--- src/rtl/uart_ram_loader.sv ---
// UART (8N1) program loader: a length byte L, then N=L+1 big-endian 16-bit words written to RAM at 0..N-1.
// Define LOADER_CHECKSUM_EN to expect a trailing XOR checksum byte and expose the chk_err output.
module uart_ram_loader #(
   parameter int CLKS_PER_BIT = 104,
   parameter int ADDR_WIDTH   = 8,
   parameter int DATA_WIDTH   = 16
) (
   input  logic                  clk,
   input  logic                  reset,
   input  logic                  rx,
   input  logic                  load_start,
   output logic [ADDR_WIDTH-1:0] ram_addr,
   output logic [DATA_WIDTH-1:0] ram_wdata,
   output logic                  ram_w_en,
   output logic                  cpu_hold,
   output logic                  busy,
   output logic                  done,
`ifdef LOADER_CHECKSUM_EN
   output logic                  chk_err,
`endif
   output logic                  frame_err
);

   localparam int CNT_W = (CLKS_PER_BIT > 1) ? $clog2(CLKS_PER_BIT) : 1;
   localparam int IDX_W = ADDR_WIDTH + 1;
   localparam int HI_W  = DATA_WIDTH - 8;
   localparam logic [CNT_W-1:0] HALF_LAST = CNT_W'(CLKS_PER_BIT / 2 - 1);
   localparam logic [CNT_W-1:0] FULL_LAST = CNT_W'(CLKS_PER_BIT - 1);

   // ------------------------------------------------------------------
   // rx synchroniser; rx_prev_reg gives the falling-edge reference
   // ------------------------------------------------------------------
   logic rx_meta_reg, rx_sync_reg, rx_prev_reg;

   always_ff @(posedge clk or negedge reset) begin
      if (!reset) begin
         rx_meta_reg <= 1'b1;
         rx_sync_reg <= 1'b1;
         rx_prev_reg <= 1'b1;
      end else begin
         rx_meta_reg <= rx;
         rx_sync_reg <= rx_meta_reg;
         rx_prev_reg <= rx_sync_reg;
      end
   end

   // ------------------------------------------------------------------
   // UART receiver
   // ------------------------------------------------------------------
   typedef enum logic [1:0] {RX_IDLE, RX_START, RX_DATA, RX_STOP} rx_state_t;

   rx_state_t        rx_state_reg, rx_state_next;
   logic [CNT_W-1:0] clk_cnt_reg, clk_cnt_next;
   logic [2:0]       bit_idx_reg, bit_idx_next;
   logic [7:0]       shift_reg, shift_next;
   logic             byte_valid;
   logic             stop_err;
   logic [7:0]       rx_byte;

   assign rx_byte = shift_reg;

   always_ff @(posedge clk or negedge reset) begin
      if (!reset) begin
         rx_state_reg <= RX_IDLE;
         clk_cnt_reg  <= '0;
         bit_idx_reg  <= '0;
         shift_reg    <= '0;
      end else begin
         rx_state_reg <= rx_state_next;
         clk_cnt_reg  <= clk_cnt_next;
         bit_idx_reg  <= bit_idx_next;
         shift_reg    <= shift_next;
      end
   end

   always_comb begin
      rx_state_next = rx_state_reg;
      clk_cnt_next  = clk_cnt_reg;
      bit_idx_next  = bit_idx_reg;
      shift_next    = shift_reg;
      byte_valid    = 1'b0;
      stop_err      = 1'b0;
      case (rx_state_reg)
         RX_IDLE: begin
            if (rx_prev_reg && !rx_sync_reg) begin
               rx_state_next = RX_START;
               clk_cnt_next  = '0;
            end
         end
         RX_START: begin
            // a start bit that is high again at mid-bit was only a glitch
            if (clk_cnt_reg == HALF_LAST) begin
               clk_cnt_next  = '0;
               bit_idx_next  = '0;
               rx_state_next = rx_sync_reg ? RX_IDLE : RX_DATA;
            end else begin
               clk_cnt_next = clk_cnt_reg + CNT_W'(1);
            end
         end
         RX_DATA: begin
            if (clk_cnt_reg == FULL_LAST) begin
               clk_cnt_next = '0;
               shift_next   = {rx_sync_reg, shift_reg[7:1]};
               bit_idx_next = bit_idx_reg + 3'd1;
               if (bit_idx_reg == 3'd7) begin
                  rx_state_next = RX_STOP;
               end
            end else begin
               clk_cnt_next = clk_cnt_reg + CNT_W'(1);
            end
         end
         RX_STOP: begin
            if (clk_cnt_reg == FULL_LAST) begin
               clk_cnt_next  = '0;
               rx_state_next = RX_IDLE;
               if (rx_sync_reg) begin
                  byte_valid = 1'b1;
               end else begin
                  stop_err = 1'b1;
               end
            end else begin
               clk_cnt_next = clk_cnt_reg + CNT_W'(1);
            end
         end
         default: rx_state_next = RX_IDLE;
      endcase
   end

   // ------------------------------------------------------------------
   // Loader FSM
   // ------------------------------------------------------------------
   typedef enum logic [2:0] {
      L_IDLE, L_LEN, L_HI, L_LO, L_WRITE,
`ifdef LOADER_CHECKSUM_EN
      L_CHK,
`endif
      L_DONE
   } ld_state_t;

   ld_state_t             ld_state_reg, ld_state_next;
   logic [IDX_W-1:0]      word_idx_reg, word_idx_next;
   logic [IDX_W-1:0]      word_cnt_reg, word_cnt_next;
   logic [IDX_W-1:0]      idx_inc;
   logic [HI_W-1:0]       hi_reg, hi_next;
   logic [ADDR_WIDTH-1:0] addr_reg, addr_next;
   logic [DATA_WIDTH-1:0] wdata_reg, wdata_next;
   logic                  frame_err_reg, frame_err_next;
`ifdef LOADER_CHECKSUM_EN
   logic [7:0]            chk_acc_reg, chk_acc_next;
   logic                  chk_err_reg, chk_err_next;
`endif

   // the index is one bit wider than the address so that N=256 terminates
   assign idx_inc = word_idx_reg + IDX_W'(1);

   always_ff @(posedge clk or negedge reset) begin
      if (!reset) begin
         ld_state_reg  <= L_IDLE;
         word_idx_reg  <= '0;
         word_cnt_reg  <= '0;
         hi_reg        <= '0;
         addr_reg      <= '0;
         wdata_reg     <= '0;
         frame_err_reg <= 1'b0;
`ifdef LOADER_CHECKSUM_EN
         chk_acc_reg   <= '0;
         chk_err_reg   <= 1'b0;
`endif
      end else begin
         ld_state_reg  <= ld_state_next;
         word_idx_reg  <= word_idx_next;
         word_cnt_reg  <= word_cnt_next;
         hi_reg        <= hi_next;
         addr_reg      <= addr_next;
         wdata_reg     <= wdata_next;
         frame_err_reg <= frame_err_next;
`ifdef LOADER_CHECKSUM_EN
         chk_acc_reg   <= chk_acc_next;
         chk_err_reg   <= chk_err_next;
`endif
      end
   end

   always_comb begin
      ld_state_next  = ld_state_reg;
      word_idx_next  = word_idx_reg;
      word_cnt_next  = word_cnt_reg;
      hi_next        = hi_reg;
      addr_next      = addr_reg;
      wdata_next     = wdata_reg;
      frame_err_next = frame_err_reg;
`ifdef LOADER_CHECKSUM_EN
      chk_acc_next   = chk_acc_reg;
      chk_err_next   = chk_err_reg;
`endif
      case (ld_state_reg)
         L_IDLE: begin
            if (load_start) begin
               ld_state_next  = L_LEN;
               word_idx_next  = '0;
               frame_err_next = 1'b0;
`ifdef LOADER_CHECKSUM_EN
               chk_err_next   = 1'b0;
`endif
            end
         end
         L_LEN: begin
            if (byte_valid) begin
               word_cnt_next = IDX_W'(rx_byte) + IDX_W'(1);
               ld_state_next = L_HI;
`ifdef LOADER_CHECKSUM_EN
               chk_acc_next  = rx_byte;
`endif
            end
         end
         L_HI: begin
            if (byte_valid) begin
               hi_next       = HI_W'(rx_byte);
               ld_state_next = L_LO;
`ifdef LOADER_CHECKSUM_EN
               chk_acc_next  = chk_acc_reg ^ rx_byte;
`endif
            end
         end
         L_LO: begin
            // address and data are captured here and then held until the next word
            if (byte_valid) begin
               addr_next     = word_idx_reg[ADDR_WIDTH-1:0];
               wdata_next    = {hi_reg, rx_byte};
               ld_state_next = L_WRITE;
`ifdef LOADER_CHECKSUM_EN
               chk_acc_next  = chk_acc_reg ^ rx_byte;
`endif
            end
         end
         L_WRITE: begin
            word_idx_next = idx_inc;
`ifdef LOADER_CHECKSUM_EN
            ld_state_next = (idx_inc == word_cnt_reg) ? L_CHK : L_HI;
`else
            ld_state_next = (idx_inc == word_cnt_reg) ? L_DONE : L_HI;
`endif
         end
`ifdef LOADER_CHECKSUM_EN
         L_CHK: begin
            if (byte_valid) begin
               if (rx_byte != chk_acc_reg) begin
                  chk_err_next = 1'b1;
               end
               ld_state_next = L_DONE;
            end
         end
`endif
         L_DONE: ld_state_next = L_IDLE;
         default: ld_state_next = L_IDLE;
      endcase
      // a bad stop bit is always recorded and abandons any load in progress
      if (stop_err) begin
         frame_err_next = 1'b1;
         ld_state_next  = L_IDLE;
      end
   end

   assign ram_addr  = addr_reg;
   assign ram_wdata = wdata_reg;
   assign ram_w_en  = (ld_state_reg == L_WRITE);
   assign done      = (ld_state_reg == L_DONE);
   assign busy      = (ld_state_reg != L_IDLE) && (ld_state_reg != L_DONE);
   assign cpu_hold  = busy;
   assign frame_err = frame_err_reg;
`ifdef LOADER_CHECKSUM_EN
   assign chk_err   = chk_err_reg;
`endif

endmodule

--- config.mk ---
export PLATFORM = sky130hd
export DESIGN_NAME = uart_ram_loader
export DESIGN_NICKNAME = d
export VERILOG_FILES = /design/src/rtl/uart_ram_loader.sv
export SDC_FILE = /design/constraint.sdc
export NUM_CORES = 1
export LEC_CHECK = 0
export ABC_AREA = 1
export CELL_PAD_IN_SITES_DETAIL_PLACEMENT = 1
export CELL_PAD_IN_SITES_GLOBAL_PLACEMENT = 1
export CORE_MARGIN = 5
export CORE_UTILIZATION = 39
export CTS_CLUSTER_DIAMETER = 100
export DETAILED_ROUTE_END_ITERATION = 12
export HOLD_SLACK_MARGIN = 0.06
export PLACE_DENSITY = 0.7
export REMOVE_ABC_BUFFERS = 1
export SYNTH_ARGS = -nofsm -noshare
export SYNTH_HDL_FRONTEND = slang
export SYNTH_SLANG_ARGS = --single-unit
--- constraint.sdc ---
create_clock -name clk -period 2.3 [get_ports clk]
set_input_delay 0.345 -clock clk [delete_from_list [all_inputs] [get_ports clk]]
set_output_delay 0.345 -clock clk [all_outputs]
set_load 0.01 [all_outputs]
==> Word-level counts from Yosys, hierarchy flattened <==
Index checks and enable logic that the tools add are counted.
{ "totals": {"ff_bits": 77, "out_inout_bits": 29} }
{ "op_classes": {"addsub": 4, "eq_ne": 23, "muxes": 32, "n_reduce_logical": 20} }
{ "op_table": {"columns": ["operator", "count"], "rows": [
  ["$mux W3", 8],
  ["$mux W7", 3],
  ["$pmux W7 S3", 1],
  ["$pmux W9 S2", 1],
  ["$ne A3 B3 Y1 const B", 5],
  ["$pmux W3 S5", 1],
  ["$mux W2", 6],
  ["$ne A2 B2 Y1 const B", 6],
  ["$reduce_and A2 Y1", 6],
  ["$add A8 B1 Y9 const B", 1],
  ["$add A9 B1 Y9 const B", 1],
  ["$eq A3 B3 Y1 const B", 3],
  ["$eq A9 B9 Y1", 1],
  ["$mux W1", 9],
  ["$mux W9", 1],
  ["$pmux W2 S4", 1],
  ["$reduce_bool A2 Y1", 4],
  ["$add A7 B1 Y7 const B", 1],
  ["$eq A7 B6 Y1 const B", 1],
  ["$eq A7 B7 Y1 const B", 1],
  ["$eq A3 B2 Y1 const B", 2],
  ["$pmux W3 S2", 1],
  ["$reduce_and A5 Y1", 1],
  ["$eq A2 B2 Y1 const B", 2],
  ["other kinds (11)", 12]
]} }

==> Depth between registers and ports, before layout <==
{ "depth": {"depth_word": 6, "depth_mapped": 14, "mapped_depth_nobuf": 14} }

==> Worst setup path after synthesis <==
Ideal clock, no wire load.
{ "synth_timing": {"kind": "reg-to-reg", "start": "reg clk_cnt_reg[0]", "end": "reg wdata_reg[10], in the netlist ram_wdata[10]", "t_arrival_ps": 1616, "required_time_ps": 2175, "path_slack_ps": 559, "path_stages_with_launch": 9, "path_buffers": 1, "period_less_slack_ps": 1741, "cell_sequence": "dfrtp_1 > ha_1 > nand2_2 > nor3_2 > nand3_2 > nor3_4 > nand2_2 > buf_6 > mux2_4"} }
{ "synth_via": {"elab_chain_cells": 4} }
{ "synth_rtl": {"columns": ["element", "line", "text"], "rows": [
  ["from (decl)", "53", "logic [CNT_W-1:0] clk_cnt_reg, clk_cnt_next;"],
  ["from (signal assigned)", "70", "clk_cnt_reg <= clk_cnt_next;"],
  ["$eq A7 B7 Y1", "113", "if (clk_cnt_reg == FULL_LAST) begin"],
  ["$mux W1", "113", null],
  ["$mux W1", "83", "case (rx_state_reg)"],
  ["$reduce_and A2 Y1 (no source line)", null, null],
  ["to (signal assigned)", "175", "wdata_reg <= wdata_next;"],
  ["to (decl)", "146", "logic [DATA_WIDTH-1:0] wdata_reg, wdata_next;"]
]} }
No other way between the ends.
A chain may end at the register's enable or synchronous reset.

==> Final worst setup path <==
{ "layout_timing": {"start": "reg ld_state_reg[1]", "end": "out busy"} }
{ "layout_via": {"elab_chain_cells": 2, "elab_cells_between_ends": 3, "classes_between": "eq/ne (1); reduce/logical (2)"} }
{ "layout_rtl": {"columns": ["element", "line", "text"], "rows": [
  ["from (decl)", "140", "ld_state_t ld_state_reg, ld_state_next;"],
  ["from (signal assigned)", "170", "ld_state_reg <= ld_state_next;"],
  ["$ne A3 B3 Y1 / $reduce_bool A3 Y1 (equally long branches)", "268", "assign busy = (ld_state_reg != L_IDLE) && (ld_state_reg != L_DONE);"],
  ["$logic_and A1 B1 Y1 *", "268", null],
  ["to (decl)", "16", "output logic busy,"]
]} }
Mark *: on every way between the ends. The rest lies on a longest branch, timed or not.

==> flow_metrics.env <==
export IMPL_power_density_nw_per_um2=733
export IMPL_initial_core_util_pct=39.5
export IMPL_intPower_w=0.00221
export IMPL_antenna_cells=0
export IMPL_synth_seq_area_share_pct=53.6
export IMPL_ys_warn_count=0
export IMPL_syn_area_um2=3600
export IMPL_drt_initial_drc_count=85
export IMPL_synth_seq_cells=77
export IMPL_synthXorXnorAreaFrac_pct=2.43
export IMPL_drc=0
export IMPL_yosys_area_share_simple_pct=21.6
export IMPL_pwr_share_comb_pct=17.2
export IMPL_maxSlewViolCount=0
export IMPL_antenna_found_initial=0
export IMPL_wirelength_um=8040
export IMPL_nets=458
export IMPL_path_class="register to output pin"
export IMPL_seqPwrFrac_pct=48.3
export IMPL_fmax_ghz=0.463
export IMPL_layout_drive_gt1_share_pct=9.03
export IMPL_hp_class="register to register"
export IMPL_run_status="complete, no violations"
export IMPL_post_route_period_util_pct=93.9
export IMPL_synth_top_family_by_area="simple AND/OR/NAND/NOR gates"
export IMPL_placed_cell_area_um2=4050
export IMPL_skew_ps=9.01
export IMPL_synth_compound_area_share_pct=10.3
export IMPL_grt_pass1_vias=2967
export IMPL_gr_total_overflow=0
export IMPL_maxCapViolations=0
export IMPL_cts_htree_levels=3
export IMPL_cts_buffer_depth=2
export IMPL_die_x_um=106
export IMPL_fin_hold_ws_ps=361
export IMPL_dp_hpwl_um=5830
export IMPL_synth_fa_ha_area_share_pct=1.74
export IMPL_swShare_pct=29.5
export IMPL_cts_tree="built"
export IMPL_power_frac_clock_pct=34.6
export IMPL_cp_start_kind="register"
export IMPL_rows=35
export IMPL_muxShareOfSynthArea_pct=3.65
export IMPL_largest_register_ffs=16
export IMPL_total_power_w=0.00314
export IMPL_grt_max_degree=42
export IMPL_syn_inst=413
export IMPL_synth_avg_cell_area_um2=8.72
export IMPL_wl_per_cell_um=14.2
export IMPL_via_count=2838
export IMPL_clock_sinks=77
export IMPL_grt_usage_pct=15.0
export IMPL_min_period_ps=2160
export IMPL_cp_data_arrival_time_ps=1820
export IMPL_gp_congestion=0.772
export IMPL_cts_setup_buffers=0
export IMPL_cp_end_kind="output pin"
export IMPL_area_growth_pct=18.8
export IMPL_vias_per_cell=5.02
export IMPL_final_hold_viol_count=0
export IMPL_tightest_slew_ps=509
export IMPL_die_h_um=106
export IMPL_finalWorstSetupSlack_ps=139
export IMPL_setup_viol=0
export IMPL_crit_fanout=5
export IMPL_ys_types=29
export IMPL_dieArea_um2=11300
export IMPL_root_buffer="clkbuf_8"
export IMPL_drtAntennaViolNets=0
export IMPL_switchingPower_w=0.000926
export IMPL_power_leakage_nw=1.95
export IMPL_place_ws_ps=316
export IMPL_io_pins=33
export IMPL_coreArea_um2=9110
export IMPL_vdd_drop_max_mv=0.336
export IMPL_grt_pass1_wl_um=13900
export IMPL_worstSkewPairLatency_ps=330
export IMPL_clk_pin_slew_ps=80
export IMPL_first_pass_iters=4
export IMPL_io_buffers=32
export IMPL_slew_headroom_pct=66.1
export IMPL_postLayoutCellArea_um2=4280
export IMPL_cts_buffers_inserted=9
export IMPL_critPathRequiredTime_ps=1960
[cell families after synthesis]
kind of cell / Yosys count
multiplexers: 9
flip-flops: 77
AND/OR/NAND/NOR: 181
AO/OA/AOI/OAI: 70
XOR/XNOR: 10
adder cells (fa/ha/maj): 5
buffers and inverters: 61
[cell usage after synthesis]
cell type	n	area (um^2)
a21oi_1	6	30.0
clkbuf_1	7	26.3
inv_1	50	188
o31ai_1	1	7.51
nand4_1	3	18.8
xnor2_1	3	26.3
and2_1	1	6.26
buf_6	1	11.3
nand3_1	22	110
mux2_2	1	11.3
nand2_1	108	405
nor3_4	1	16.3
dfstp_2	3	78.8
a21boi_0	1	7.51
o21ai_0	52	260
nor3_1	9	45.0
buf_2	2	10.0
o22ai_1	9	56.3
nand3_2	2	20.0
o32ai_1	1	8.76
buf_4	1	7.51
nor3_2	1	10.0
mux2_4	8	120
nand2_2	4	25.0
dfrtp_1	74	1850
nor2_1	28	105
nand3b_1	2	15.0
xor2_1	7	61.3
ha_1	5	62.6
[placed cells by master, fill, tap and decap left out, drive strengths merged, types with 3 or more instances in the layout]
master	instances
nand2	112
dfrtp	74
o21ai	52
inv	50
clkdlybuf4s50	31
nor2	28
nand3	24
clkbuf	13
nor3	11
o22ai	9
mux2	9
xor2	7
a21oi	6
ha	5
buf	4
nand4	3
xnor2	3
dfstp	3
[metal layers]
layer / up-vias / wire length, um / track usage [%]
met2: 37 / 3720 / 24.0
met4: 0 / 36 / 3.89
li1: 1406 / - / -
met1: 1393 / 4090 / 20.9
met3: 2 / 197 / 3.16
met5: - / 0 / 0
[stage by stage]
stage	cells	TNS [ps]	utilization (%)
finish	565	0	47.0
global route	565	-20.7	47.0
CTS	565	0	46.9
detailed placement	548	0	44.5
global placement	548	0	44.5
floorplan	402	0	-
[power by group through the flow]
stage | logic [W] | clock network (W) | registers, W
after floorplan | 0.000354 | 0 | 0.00151
after global placement | 0.000530 | 0 | 0.00153
after detailed placement | 0.000539 | 0 | 0.00154
after CTS | 0.000547 | 0.00111 | 0.00151
after global routing | 0.000612 | 0.00118 | 0.00153
final | 0.000538 | 0.00108 | 0.00151
[final timing paths]
kind | start | to | slack [ps] | cells past startpoint
min in group asynchronous | reset | ram_addr[0]$_DFFE_PN0P_ | 520 | 2
min reg2reg | rx_meta_reg$_DFF_PN1_ | rx_sync_reg$_DFF_PN1_ | 360 | 0
max | ld_state_reg[1]$_DFFE_PN0P_ | busy | 140 | 5
max in group asynchronous | reset | rx_prev_reg$_DFF_PN1_ | 1120 | 3
min | rx_meta_reg$_DFF_PN1_ | rx_sync_reg$_DFF_PN1_ | 360 | 0
max reg2reg | clk_cnt_reg[0]$_DFFE_PN0P_ | ld_state_reg[1]$_DFFE_PN0P_ | 300 | 11
[what timing repair did]
action,4_1_cts,5_1_grt
gates resized for setup,1,1
cloned,0,0
hold buffers,1,0
endpoints found under the setup margin,1,3
endpoints found under the hold margin,36,0
[cell type report]
cell class,count,area [um^2]
clock inverters,3,42.5
inverters,50,188
well taps,111,139
flip-flops and latches,77,1930
repair buffers,36,375
fillers,1106,4830
clock buffers,13,169
multi-input cells,275,1430
[critical path, stage by stage, from the launching register on]
cell	delay, ps
dfrtp_1	450
nor2_2	190
inv_1	100
nor2_1	160
nor2_1	90
clkdlybuf4s50_1	490
(Power assumes the default switching activity.)
